`src/rtl/sprite_row_fetch.sv`:
```
// Fetches one sprite row of BYTES_PER_ROW ROM bytes into the line buffer.
// Optionally mirrors the row horizontally (byte order reversed, pixel bits flipped).
module sprite_row_fetch #(
   parameter int BYTES_PER_ROW = 4,
   parameter int ADDR_W        = 12,
   parameter int ROW_W         = 5,
   parameter int IDX_W         = 2
) (
   input  logic              clk,
   input  logic              rst,
   input  logic              start,
   input  logic [ADDR_W-1:0] base_addr,
   input  logic [ROW_W-1:0]  row,
   input  logic              mirror,
   output logic [ADDR_W-1:0] rom_addr,
   input  logic [7:0]        rom_data,
   output logic              buf_we,
   output logic [IDX_W-1:0]  buf_addr,
   output logic [7:0]        buf_data,
   output logic              busy,
   output logic              done
);

   typedef enum logic [1:0] {
      IDLE  = 2'd0,
      FETCH = 2'd1,
      DRAIN = 2'd2,
      DONE  = 2'd3
   } state_t;

   localparam logic [IDX_W-1:0] LAST_IDX = IDX_W'(BYTES_PER_ROW - 1);

   state_t            state_reg;
   state_t            state_next;
   logic [IDX_W-1:0]  idx_reg;
   logic              drain_reg;
   logic [ADDR_W-1:0] row_base_reg;
   logic              mirror_reg;
   logic              rd_valid_reg;
   logic [IDX_W-1:0]  rd_idx_reg;

   logic [ADDR_W-1:0] start_addr;
   logic              fetch_last;
   logic [7:0]        flipped;

   // Row start address; the sum wraps naturally at ADDR_W bits.
   assign start_addr = base_addr + ADDR_W'(row) * ADDR_W'(BYTES_PER_ROW);
   assign fetch_last = (idx_reg == LAST_IDX);

   assign flipped[7] = rom_data[7];
   genvar gi;
   generate
      for (gi = 0; gi < 7; gi++) begin : g_flip
         assign flipped[gi] = rom_data[6-gi];
      end
   endgenerate

   always_ff @(posedge clk) begin
      if (rst) begin
         state_reg <= IDLE;
      end else begin
         state_reg <= state_next;
      end
   end

   always_comb begin
      state_next = state_reg;
      case (state_reg)
         IDLE:    if (start) state_next = FETCH;
         FETCH:   if (fetch_last) state_next = DRAIN;
         DRAIN:   if (drain_reg) state_next = DONE;
         DONE:    state_next = IDLE;
         default: state_next = IDLE;
      endcase
   end

   always_comb begin
      busy = 1'b0;
      done = 1'b0;
      case (state_reg)
         FETCH:   busy = 1'b1;
         DRAIN:   busy = 1'b1;
         DONE: begin
            busy = 1'b1;
            done = 1'b1;
         end
         default: ;
      endcase
   end

   // Address sequencing: the address for byte i+1 is registered while byte i is on the bus.
   always_ff @(posedge clk) begin
      if (rst) begin
         idx_reg      <= '0;
         drain_reg    <= 1'b0;
         row_base_reg <= '0;
         mirror_reg   <= 1'b0;
         rom_addr     <= '0;
      end else begin
         case (state_reg)
            IDLE: begin
               if (start) begin
                  row_base_reg <= start_addr;
                  rom_addr     <= start_addr;
                  mirror_reg   <= mirror;
                  idx_reg      <= '0;
               end
            end
            FETCH: begin
               drain_reg <= 1'b0;
               if (!fetch_last) begin
                  idx_reg  <= idx_reg + 1'b1;
                  rom_addr <= row_base_reg + ADDR_W'(idx_reg) + ADDR_W'(1);
               end
            end
            DRAIN:   drain_reg <= 1'b1;
            default: ;
         endcase
      end
   end

   // Write pipeline: rd_valid marks the cycle in which rom_data holds a requested byte.
   always_ff @(posedge clk) begin
      if (rst) begin
         rd_valid_reg <= 1'b0;
         rd_idx_reg   <= '0;
         buf_we       <= 1'b0;
         buf_addr     <= '0;
         buf_data     <= '0;
      end else begin
         rd_valid_reg <= (state_reg == FETCH);
         rd_idx_reg   <= idx_reg;
         buf_we       <= rd_valid_reg;
         if (rd_valid_reg) begin
            buf_addr <= mirror_reg ? (LAST_IDX - rd_idx_reg) : rd_idx_reg;
            buf_data <= mirror_reg ? flipped : rom_data;
         end
      end
   end

endmodule

```
`config.mk`:
```
export PLATFORM = sky130hd
export DESIGN_NAME = sprite_row_fetch
export DESIGN_NICKNAME = d
export VERILOG_FILES = /design/src/rtl/sprite_row_fetch.sv
export SDC_FILE = /design/constraint.sdc
export NUM_CORES = 1
export LEC_CHECK = 0
export CORE_MARGIN = 2
export CORE_UTILIZATION = 50
export CTS_BUF_LIST = sky130_fd_sc_hd__clkbuf_8
export CTS_CLUSTER_SIZE = 40
export DETAILED_ROUTE_END_ITERATION = 16
export HOLD_SLACK_MARGIN = 0.12
export PLACE_DENSITY = 0.86
export SETUP_SLACK_MARGIN = 0.4
export SYNTH_ARGS = -nofsm -noshare
export SYNTH_HDL_FRONTEND = slang
export SYNTH_SLANG_ARGS = --single-unit
```
`constraint.sdc`:
```
create_clock -name clk -period 4.1 [get_ports clk]
set_input_delay 1.23 -clock clk [delete_from_list [all_inputs] [get_ports clk]]
set_output_delay 1.23 -clock clk [all_outputs]
set_load 0.005 [all_outputs]
```
==> key figures <==
Yosys
  • Post-synth EDFFs: 0
  • Seq/Total Area, Yosys: 0.370
  • Post-Syn Area: 0.00238 mm²
  • Cell count after synthesis: 272
  • Post-synth net total: 316
  • Avg Cell Area, Syn: 8.76 µm²
  • Number of unique standard cell types used by synthesis: 43
  • Async set-or-reset flop fraction in the synthesized netlist: 0
  • Yosys warnings: 0
  • Number of synthesized register bits: 44
  • Dominant synthesized flop cell: dfxtp_1

Floorplan
  • Die span in x: 73.0 µm
  • Die area: 0.00533 mm²
  • Die H: 73.0 µm
  • IO Pins: 54
  • FP Rows: 25
  • Core area: 0.00466 mm²
  • Initial Util: 0.511

Critical path
  • Setup CP Type: primary input to flip-flop
  • Crit end category: flip-flop
  • Register-to-register setup slack: 1.49 ns
  • Crit path max fanout: 5
  • Crit path largest cell delay: 0.41 ns
  • Worst path slowest cell: clkdlybuf4s50_1
  • Crit path DAT: 3.21 ns
  • Reg2reg end: rom_addr[10]$_SDFFE_PP0P_
  • Req. time, crit path: 4.29 ns
  • Critical-path cell list: clkdlybuf4s50_1, ha_1, and2_4, a221o_1, or3_1, a211oi_2, nor3_1
  • RR Startpoint: state_reg[1]$_SDFFE_PP0P_
  • Worst Reg-to-Reg Cells: 7
  • Startpoint Class: primary input

Flow run
  • Max cap viols: 0

STA
  • Final Hold Viols: 0
  • Fmax: 331 MHz
  • WHS: 0.461 ns
  • Setup TNS: 0 ns
  • Setup violations, final: 0
  • Worst Tran Pin Value: 1.05 ns
  • Slew Limit Fails: 0
  • Worst rel slew slack: 0.299
  • Clock Skews: 0.0108 ns
  • Period minus WS final: 3.02 ns
  • RSZ-0062 raised after global routing: false
  • Fin crit share: 0.737

Global route
  • Largest net degree at the start of global routing: 27
  • Antenna violations before repair: 0
  • Grt ovf: 0
  • GRT Overall Usage: 0.215
  • Vias in the first global route: 1,947
  • First-pass GRT wire length: 9020 µm

Routing
  • Metal1 wirelength: 2370 µm
  • Met2 WL: 2570 µm
  • DR pass1 iterations: 4
  • Post-route DRC: 0
  • Via count: 2,068
  • ANT nets after route: 0
  • Wire length on met3: 320 µm
  • Routed vias/inst: 5.53
  • Top layer in use: met4
  • Starting DRT DRC Count: 159
  • Routed WL: 5360 µm
  • WL per Instance: 14.3 µm

Clock network
  • Worst skew pair latency: 0.31 ns
  • CTS sink cnt: 44
  • H-tree depth: 2
  • Hold bufs inserted after CTS: 0
  • CTS tree: done
  • Resized cells post-CTS: 0
  • Clock slew at reported path FFs: 0.09 ns
  • Setup Fix Bufs, Post-CTS: 0
  • CTS Buffer Depth: 2
  • Root Buffer: clkbuf_8
  • Num CTS Buffers: 5

Hold path
  • Cell depth of the worst hold path: 2
  • HP Class: flip-flop to flip-flop
  • Worst Hold End: rom_addr[0]$_SDFFE_PP0P_
  • HP Start: rom_addr[0]$_SDFFE_PP0P_

Status
  • Status: finished clean

Power
  • Net Sw Frac: 0.361
  • Leakage: 0.00111 µW
  • Reg power frac: 0.376
  • Internal power: 1100 µW
  • Maximum vdd drop: 0.000266 V
  • Clock share of power: 0.201
  • Logic pwr share: 0.424
  • Power Dens Cells: 568 mW/mm²
  • Switch Pwr: 618 µW

Placed design
  • IO buf count: 53
  • Placed cell count: 366
  • GPL Wtd Cong: 0.861
  • Hpwl dp: 3870 µm

Finish
  • Commonest non-fill, non-tap cell in the layout: clkdlybuf4s50_1
  • Non-Filler Instances: 374
  • Layout cells sized above 1: 0.0531
  • Core Util, Final: 0.648
  • Most frequent cells in the layout: clkdlybuf4s50_1, dfxtp_1, nor2_1, nand2_1, a21oi_1
  • Antenna Cells: 0
  • Area Growth Syn to Fin: 26.8%
  • Nets@finish: 363
## cell usage after synthesis, drive strengths merged (2+ instances only)
library cell,number,share of area
and3,2,0.0058
nor2b,8,0.021
a21oi,21,0.046
o221ai,2,0.0074
mux2i,16,0.069
o21ai,11,0.023
a32o,2,0.0084
a211oi,15,0.049
a221oi,2,0.0074
nor3,2,0.0042
xnor2,13,0.048
nand3,10,0.021
ha,13,0.068
or3,3,0.0079
nand4,3,0.0079
o211ai,3,0.0095
nand2,26,0.041
o2111ai,2,0.010
fa,2,0.017
and2,3,0.0089
inv,14,0.022
nor2,28,0.044
a21o,2,0.0095
dfxtp,44,0.37
buf,3,0.0089
xor2,5,0.018
clkbuf,11,0.026
## logic make-up after synthesis
| kind of cell | Yosys count | synth area share |
|---|---|---|
| compound gates | 64 | 0.185 |
| mux | 16 | 0.0688 |
| fa+ha+maj | 15 | 0.0851 |
| xor+xnor | 18 | 0.0662 |
| simple gates | 87 | 0.169 |
| buf+inv | 28 | 0.0567 |
| flops | 44 | 0.370 |
## layout make-up
cell class	instances	area (µm²)
Fill cell	378	1640
Multi-Input combinational cell	200	1370
Sequential cell	44	881
Timing Repair Buffer	54	538
Clock buffer	5	68.8
Tap cell	54	67.6
Inverter	14	52.6
Clock inverter	3	46.3
## power groups by stage
stage	combinational [µW]	sequential, µW	clock [µW]
2_1_floorplan	485	626	0
3_3_place_gp	703	646	0
3_5_place_dp	717	654	0
4_1_cts	728	644	346
5_1_grt	807	662	370
6_report	726	644	344
## metal layers
metal	up-vias	global-route usage
li1	1043	-
met2	66	0.344
met3	12	0.0552
met5	-	0
met1	947	0.271
met4	0	0.0967
## critical path, delay by kind of cell
kind	cells	cell delay, ns
AO/OA/AOI/OAI	2	0.57
buffers and inverters	1	0.41
adder cells (fa/ha/maj)	1	0.36
AND/OR/NAND/NOR	3	0.65
## per-stage QoR
step	power (µW)	cell area [µm²]	worst slack [ns]
after floorplan	1110	2380	1.29
after global placement	1350	2910	0.826
after detailed placement	1370	2910	0.769
after CTS	1720	3020	1.09
after global routing	1840	3020	0.989
final	1710	3020	1.08
## how the worst max path moves through the flow
stage	start	endpoint	slack (ns)
floorplan	base_addr[5]	rom_addr[7]$_SDFFE_PP0P_	1.29
finish	base_addr[6]	rom_addr[7]$_SDFFE_PP0P_	1.08
global route	base_addr[2]	row_base_reg[10]$_SDFFE_PP0P_	0.99
global placement	base_addr[5]	rom_addr[7]$_SDFFE_PP0P_	0.83
CTS	base_addr[6]	rom_addr[7]$_SDFFE_PP0P_	1.09
detailed placement	base_addr[6]	rom_addr[7]$_SDFFE_PP0P_	0.77
Note: power is estimated with default switching activity, not from simulation.
